===== src/rtl/instr_fetch_unit.sv =====
// Fetch stage between the program counter and decode: issues one instruction-memory
// request at a time, advances or redirects the PC, and queues fetched words for decode.
module instr_fetch_unit #(
    parameter int ADDR_WIDTH = 32,
    parameter int DATA_WIDTH = 32,
    parameter int FIFO_DEPTH = 2
) (
    input  logic                  clk,
    input  logic                  reset,
    input  logic [ADDR_WIDTH-1:0] current_address,
    output logic [ADDR_WIDTH-1:0] next_address,
    output logic                  pc_write,
    output logic                  imem_req_valid,
    output logic [ADDR_WIDTH-1:0] imem_req_addr,
    input  logic                  imem_req_ready,
    input  logic                  imem_rsp_valid,
    input  logic [DATA_WIDTH-1:0] imem_rsp_data,
    input  logic                  redirect_valid,
    input  logic [ADDR_WIDTH-1:0] redirect_addr,
    output logic                  out_valid,
    output logic [DATA_WIDTH-1:0] out_instr,
    output logic [ADDR_WIDTH-1:0] out_pc,
    input  logic                  out_ready
);

    localparam int PTR_W = (FIFO_DEPTH > 1) ? $clog2(FIFO_DEPTH) : 1;
    localparam int CNT_W = $clog2(FIFO_DEPTH + 1);
    localparam logic [CNT_W-1:0]      DEPTH_C = CNT_W'(FIFO_DEPTH);
    localparam logic [ADDR_WIDTH-1:0] INCR_C  = ADDR_WIDTH'(3'd4);

    typedef enum logic [1:0] {
        ST_START = 2'd0,
        ST_REQ   = 2'd1,
        ST_WAIT  = 2'd2,
        ST_DRAIN = 2'd3
    } state_t;

    state_t                  state_r;
    state_t                  state_nxt_s;
    logic [ADDR_WIDTH-1:0]   req_pc_r;
    logic [DATA_WIDTH-1:0]   instr_mem_r [FIFO_DEPTH];
    logic [ADDR_WIDTH-1:0]   pc_mem_r    [FIFO_DEPTH];
    logic [PTR_W-1:0]        rd_ptr_r;
    logic [PTR_W-1:0]        wr_ptr_r;
    logic [CNT_W-1:0]        count_r;

    logic                    req_valid_s;
    logic                    push_s;
    logic                    pop_s;
    logic                    flush_s;
    logic                    latch_s;
    logic                    fifo_full_s;
    logic                    fifo_empty_s;
    logic [ADDR_WIDTH-1:0]   redir_tgt_s;
    logic                    unused_redir_lsb_s;

    assign fifo_full_s        = (count_r == DEPTH_C);
    assign fifo_empty_s       = (count_r == {CNT_W{1'b0}});
    assign pop_s              = !fifo_empty_s && out_ready;
    assign redir_tgt_s        = {redirect_addr[ADDR_WIDTH-1:2], 2'b00};
    assign unused_redir_lsb_s = ^redirect_addr[1:0];

    assign imem_req_valid = req_valid_s;
    assign imem_req_addr  = current_address;
    assign out_valid      = !fifo_empty_s;
    assign out_instr      = instr_mem_r[rd_ptr_r];
    assign out_pc         = pc_mem_r[rd_ptr_r];

    // Next-state, PC update and request/FIFO control; a redirect overrides everything after START
    always_comb begin
        state_nxt_s  = state_r;
        next_address = current_address;
        pc_write     = 1'b0;
        req_valid_s  = 1'b0;
        push_s       = 1'b0;
        flush_s      = 1'b0;
        latch_s      = 1'b0;
        case (state_r)
            ST_START: begin
                state_nxt_s = ST_REQ;
            end
            ST_REQ: begin
                if (redirect_valid) begin
                    pc_write     = 1'b1;
                    next_address = redir_tgt_s;
                    flush_s      = 1'b1;
                end else begin
                    // nothing is outstanding in REQ, so only buffer space gates the request
                    req_valid_s = !fifo_full_s;
                    if (req_valid_s && imem_req_ready) begin
                        pc_write     = 1'b1;
                        next_address = current_address + INCR_C;
                        latch_s      = 1'b1;
                        state_nxt_s  = ST_WAIT;
                    end else begin
                        state_nxt_s = ST_REQ;
                    end
                end
            end
            ST_WAIT: begin
                if (redirect_valid) begin
                    pc_write     = 1'b1;
                    next_address = redir_tgt_s;
                    flush_s      = 1'b1;
                    state_nxt_s  = imem_rsp_valid ? ST_REQ : ST_DRAIN;
                end else if (imem_rsp_valid) begin
                    push_s      = 1'b1;
                    state_nxt_s = ST_REQ;
                end else begin
                    state_nxt_s = ST_WAIT;
                end
            end
            ST_DRAIN: begin
                // a response arriving alongside a redirect is the stale one being drained
                if (redirect_valid) begin
                    pc_write     = 1'b1;
                    next_address = redir_tgt_s;
                    flush_s      = 1'b1;
                    state_nxt_s  = imem_rsp_valid ? ST_REQ : ST_DRAIN;
                end else if (imem_rsp_valid) begin
                    state_nxt_s = ST_REQ;
                end else begin
                    state_nxt_s = ST_DRAIN;
                end
            end
            default: begin
                state_nxt_s = ST_START;
            end
        endcase
    end

    // State register and the address of the request in flight
    always_ff @(posedge clk or negedge reset) begin
        if (!reset) begin
            state_r  <= ST_START;
            req_pc_r <= {ADDR_WIDTH{1'b0}};
        end else begin
            state_r <= state_nxt_s;
            if (latch_s) begin
                req_pc_r <= current_address;
            end
        end
    end

    // Instruction buffer: push on response, pop on decode handshake, flush on redirect
    always_ff @(posedge clk or negedge reset) begin
        if (!reset) begin
            rd_ptr_r <= {PTR_W{1'b0}};
            wr_ptr_r <= {PTR_W{1'b0}};
            count_r  <= {CNT_W{1'b0}};
            for (int i = 0; i < FIFO_DEPTH; i++) begin
                instr_mem_r[i] <= {DATA_WIDTH{1'b0}};
                pc_mem_r[i]    <= {ADDR_WIDTH{1'b0}};
            end
        end else if (flush_s) begin
            rd_ptr_r <= {PTR_W{1'b0}};
            wr_ptr_r <= {PTR_W{1'b0}};
            count_r  <= {CNT_W{1'b0}};
        end else begin
            if (push_s) begin
                instr_mem_r[wr_ptr_r] <= imem_rsp_data;
                pc_mem_r[wr_ptr_r]    <= req_pc_r;
                wr_ptr_r              <= wr_ptr_r + PTR_W'(1'b1);
            end
            if (pop_s) begin
                rd_ptr_r <= rd_ptr_r + PTR_W'(1'b1);
            end
            case ({push_s, pop_s})
                2'b10:   count_r <= count_r + CNT_W'(1'b1);
                2'b01:   count_r <= count_r - CNT_W'(1'b1);
                default: count_r <= count_r;
            endcase
        end
    end

    instr_fetch_unit_chk u_chk (
        .clk   (clk),
        .reset (reset),
        .push  (push_s),
        .full  (fifo_full_s)
    );

endmodule

// Invariant checker for the fetch buffer: request gating must prevent a push into a full FIFO.
module instr_fetch_unit_chk (
    input logic clk,
    input logic reset,
    input logic push,
    input logic full
);

    a_no_overflow: assert property (@(posedge clk) disable iff (!reset) !(push && full));

endmodule


===== config.mk =====
export PLATFORM = sky130hd
export DESIGN_NAME = instr_fetch_unit
export DESIGN_NICKNAME = d
export VERILOG_FILES = /design/src/rtl/instr_fetch_unit.sv
export SDC_FILE = /design/constraint.sdc
export NUM_CORES = 1
export LEC_CHECK = 0
export CORE_UTILIZATION = 50
export DETAILED_ROUTE_END_ITERATION = 12
export PLACE_DENSITY = 0.82
export SLEW_MARGIN = 20
export SYNTH_ARGS = -nofsm -noshare
export SYNTH_HDL_FRONTEND = slang
export SYNTH_SLANG_ARGS = --single-unit
export TNS_END_PERCENT = 5

===== constraint.sdc =====
create_clock -name clk -period 1.9 [get_ports clk]
set_input_delay 0.285 -clock clk [delete_from_list [all_inputs] [get_ports clk]]
set_output_delay 0.285 -clock clk [all_outputs]
set_load 0.01 [all_outputs]

==> impl_metrics.ini <==
[cts]
cts_tree = yes
cts_root_buffer = clkbuf_16
insertion_delay_ns = 0.42
cts.sinks = 166
numCtsBuffers = 17
clkTransAtPathRegs_ns = 0.06
htreeDepth = 4
clk_path_buf_depth = 2

[min_path]
hold_class = in -> reg
min_path_cells = 3
hold_path.startpoint = current_address[13]
hold_end = req_pc_r[13]

[routing]
vias_per_cell = 5.73
routed-via-count = 7590
first_iter_violations = 430
antenna_left = 0
drc_errors = 0
avgRoutedWirePerCell_um = 20.4
dr.pass1.iters = 5
wl_mm = 27.0

[placement]
gp_congestion = 0.956
dpl.hpwl_mm = 18.8
portBuffers = 230
dp.cells = 1267

[die]
die_h_um = 136
fp.coreArea_mm2 = 0.0174
dieArea_mm2 = 0.0185
die_x_um = 136
start_util = 0.514
io_pins = 233
rows = 48

[yosys]
ys_ff_latch = 166
synth_cells = 756
ys_warn_count = 0
synth_area_per_cell_um2 = 11.8
synthArstFlopShare = 1.00
ys_seq_area_frac = 0.464
synth_area_mm2 = 0.00896
synthFlopType = dfrtp_1
synth.distinct_cells = 69
synth_edf_count = 0
syn-num-nets = 859

[power_and_ir_drop]
finalPower_mw = 11.1
intPower_mw = 7.81
power_density_mw_per_mm2 = 836
comb_power_share = 0.308
clkPwrFrac = 0.287
p_seq_frac = 0.405
power_switching_mw = 3.27
p_sw_frac = 0.295
leakage_nw = 6.13
ir_worst_vdd_mv = 0.509

[final_layout]
num-fill-cells = 1119
drive_above_1_share = 0.492
syn_to_final_growth_pct = 47.9
regArea_mm2 = 0.00416
multi_input_area_mm2 = 0.00468
nets = 1186
instances_no_fill = 1325

[critical_path]
start_kind = flip-flop
critPathKind = reg -> out
reg2reg_to = pc_mem_r[36]
endpoint_kind = output pin
reg2reg_depth = 6
r2r-start = state_r[0]
cp_max_fo = 4
ff2ff_setup_slack_ns = 0.01
cp.arrival_ns = 2.21
cp.required_ns = 1.62

[timing]
fin_crit_sh = 1.31
fmax_ghz = 0.401
hold_ws_ns = 0.353
finalHoldViolations = 0
setup_violations = 87
clock_skew_ns = 0.0110
tightest_slew_ns = 0.582
setup_slack_ns = -0.596
rsz0062_at_grt = true
period_minus_slack_ns = 2.50
drv_slew = 0
maxSlewHeadroom = 0.612

[job]
drv_cap = 0

[outcome]
violations = setup timing
outcome = finished with violations

[global_routing]
gr-usage-all-layers = 0.292
grt_max_degree = 61
antenna_found_initial = 5
grt_pass1_wl_mm = 40.9
gr-total-overflow = 0
first_global_vias = 7494
==> sequential cells by signal, indices dropped and copies added, names as in the netlist <==
register     count
pc_mem_r        64
state_r          2
instr_mem_r     64
rd_ptr_r         1
count_r          2
req_pc_r        32
wr_ptr_r         1
==> critical path, stage by stage (launching register included) <==
cell and delay [ns]:
dfrtp_1 0.37, nand2b_4 0.17, nand4_4 0.13, buf_12 0.17
nor3_4 0.18, buf_4 0.16, buf_6 0.09, a311oi_2 0.09
a311oi_2 0.24, buf_2 0.20
==> metrics by stage <==
stage | setup WS, ns | cell area (um^2) | util | TNS [ns]
floorplan | -0.00966 | 8960 | - | -0.00966
global placement | -1.06 | 12200 | 0.703 | -33.15
detailed placement | -1.14 | 12200 | 0.703 | -34.64
CTS | -0.556 | 13100 | 0.752 | -29.20
global route | -0.739 | 13300 | 0.761 | -36.77
finish | -0.596 | 13300 | 0.761 | -27.64
==> cell usage in the layout (no fill, tap or decap), drive strengths merged, types with 8 or more instances in the layout <==
cell and instances:
nand4 12, dfrtp 166, nor2 36, nand3 16, mux2 226, dlygate4sd2 20
mux2i 16, clkdlybuf4s15 17, o21ai 23, buf 192, nor4 8, clkbuf 21
nand2 37, a21oi 20, nor3 12, clkdlybuf4s50 152, and3 12, inv 13
==> Yosys cell counts (all sizes together), types with 5 or more instances <==
library cell,count,area share
mux2,226,0.28
dfrtp,166,0.46
buf,61,0.043
nand2,37,0.016
nor2,36,0.015
o21ai,23,0.013
a21oi,20,0.011
clkbuf,16,0.0070
mux2i,16,0.018
nand3,16,0.011
and3,12,0.0084
nand4,12,0.010
nor3,12,0.0085
nor4,8,0.0087
a31oi,6,0.0042
inv,6,0.0025
a221oi,5,0.0049
a311oi,5,0.0049
and2,5,0.0035
nand3b,5,0.0042
or2,5,0.0035
or3,5,0.0035
==> routing by layer <==
metal  wire [um]  part of all wire  up-vias  global-route usage
met5          13           0.00048        -                   0
met4         459             0.017        2              0.0968
met3        1940             0.072       36              0.0630
met2       13400              0.50      338               0.476
met1       11200              0.42     3794               0.385
li1            -                 -     3420                   -
==> kinds of logic after synthesis <==
logic type	after synthesis	share of synthesized area
AND/OR/NAND/NOR	168	0.108
flip-flops	166	0.464
buffers and inverters	84	0.0525
multiplexers	242	0.302
adder cells (fa/ha/maj)	1	0.00140
XOR/XNOR	3	0.00293
AO/OA/AOI/OAI	92	0.0694
==> layout make-up <==
class	instances	share of cell area
inverter	7	0.00227
sequential	166	0.314
multi-input combinational	506	0.353
timing repair buffer	385	0.267
tap	225	0.0212
antenna	4	0.000755
clock inverter	13	0.00822
clock buffer	19	0.0327
==> repair_timing <==
item / 4_1_cts / 5_1_grt
hold buffers: 1 / 0
pin swaps: 27 / 16
endpoints found under the setup margin: 149 / 131
setup buffers: 17 / 5
endpoints found under the hold margin: 55 / 0
gates resized for setup: 290 / 47
==> worst max path at each step <==
stage,startpoint,end,slack [ns],depth (start not counted)
2_1_floorplan,redirect_valid,next_address[11],-0.01,5
3_3_place_gp,current_address[10],next_address[28],-1.06,7
3_5_place_dp,current_address[10],next_address[22],-1.14,7
4_1_cts,count_r[0],next_address[15],-0.56,7
5_1_grt,count_r[0],next_address[22],-0.74,9
6_report,count_r[0],next_address[22],-0.60,9
==> power by group through the flow <==
stage	sequential [mW]	combinational [mW]	clock (mW)
2_1_floorplan	4.40	1.62	0
3_3_place_gp	4.48	3.36	0
3_5_place_dp	4.53	3.40	0
4_1_cts	4.47	3.36	3.23
5_1_grt	4.56	3.62	3.37
6_report	4.48	3.41	3.18
(Power assumes the default switching activity.)
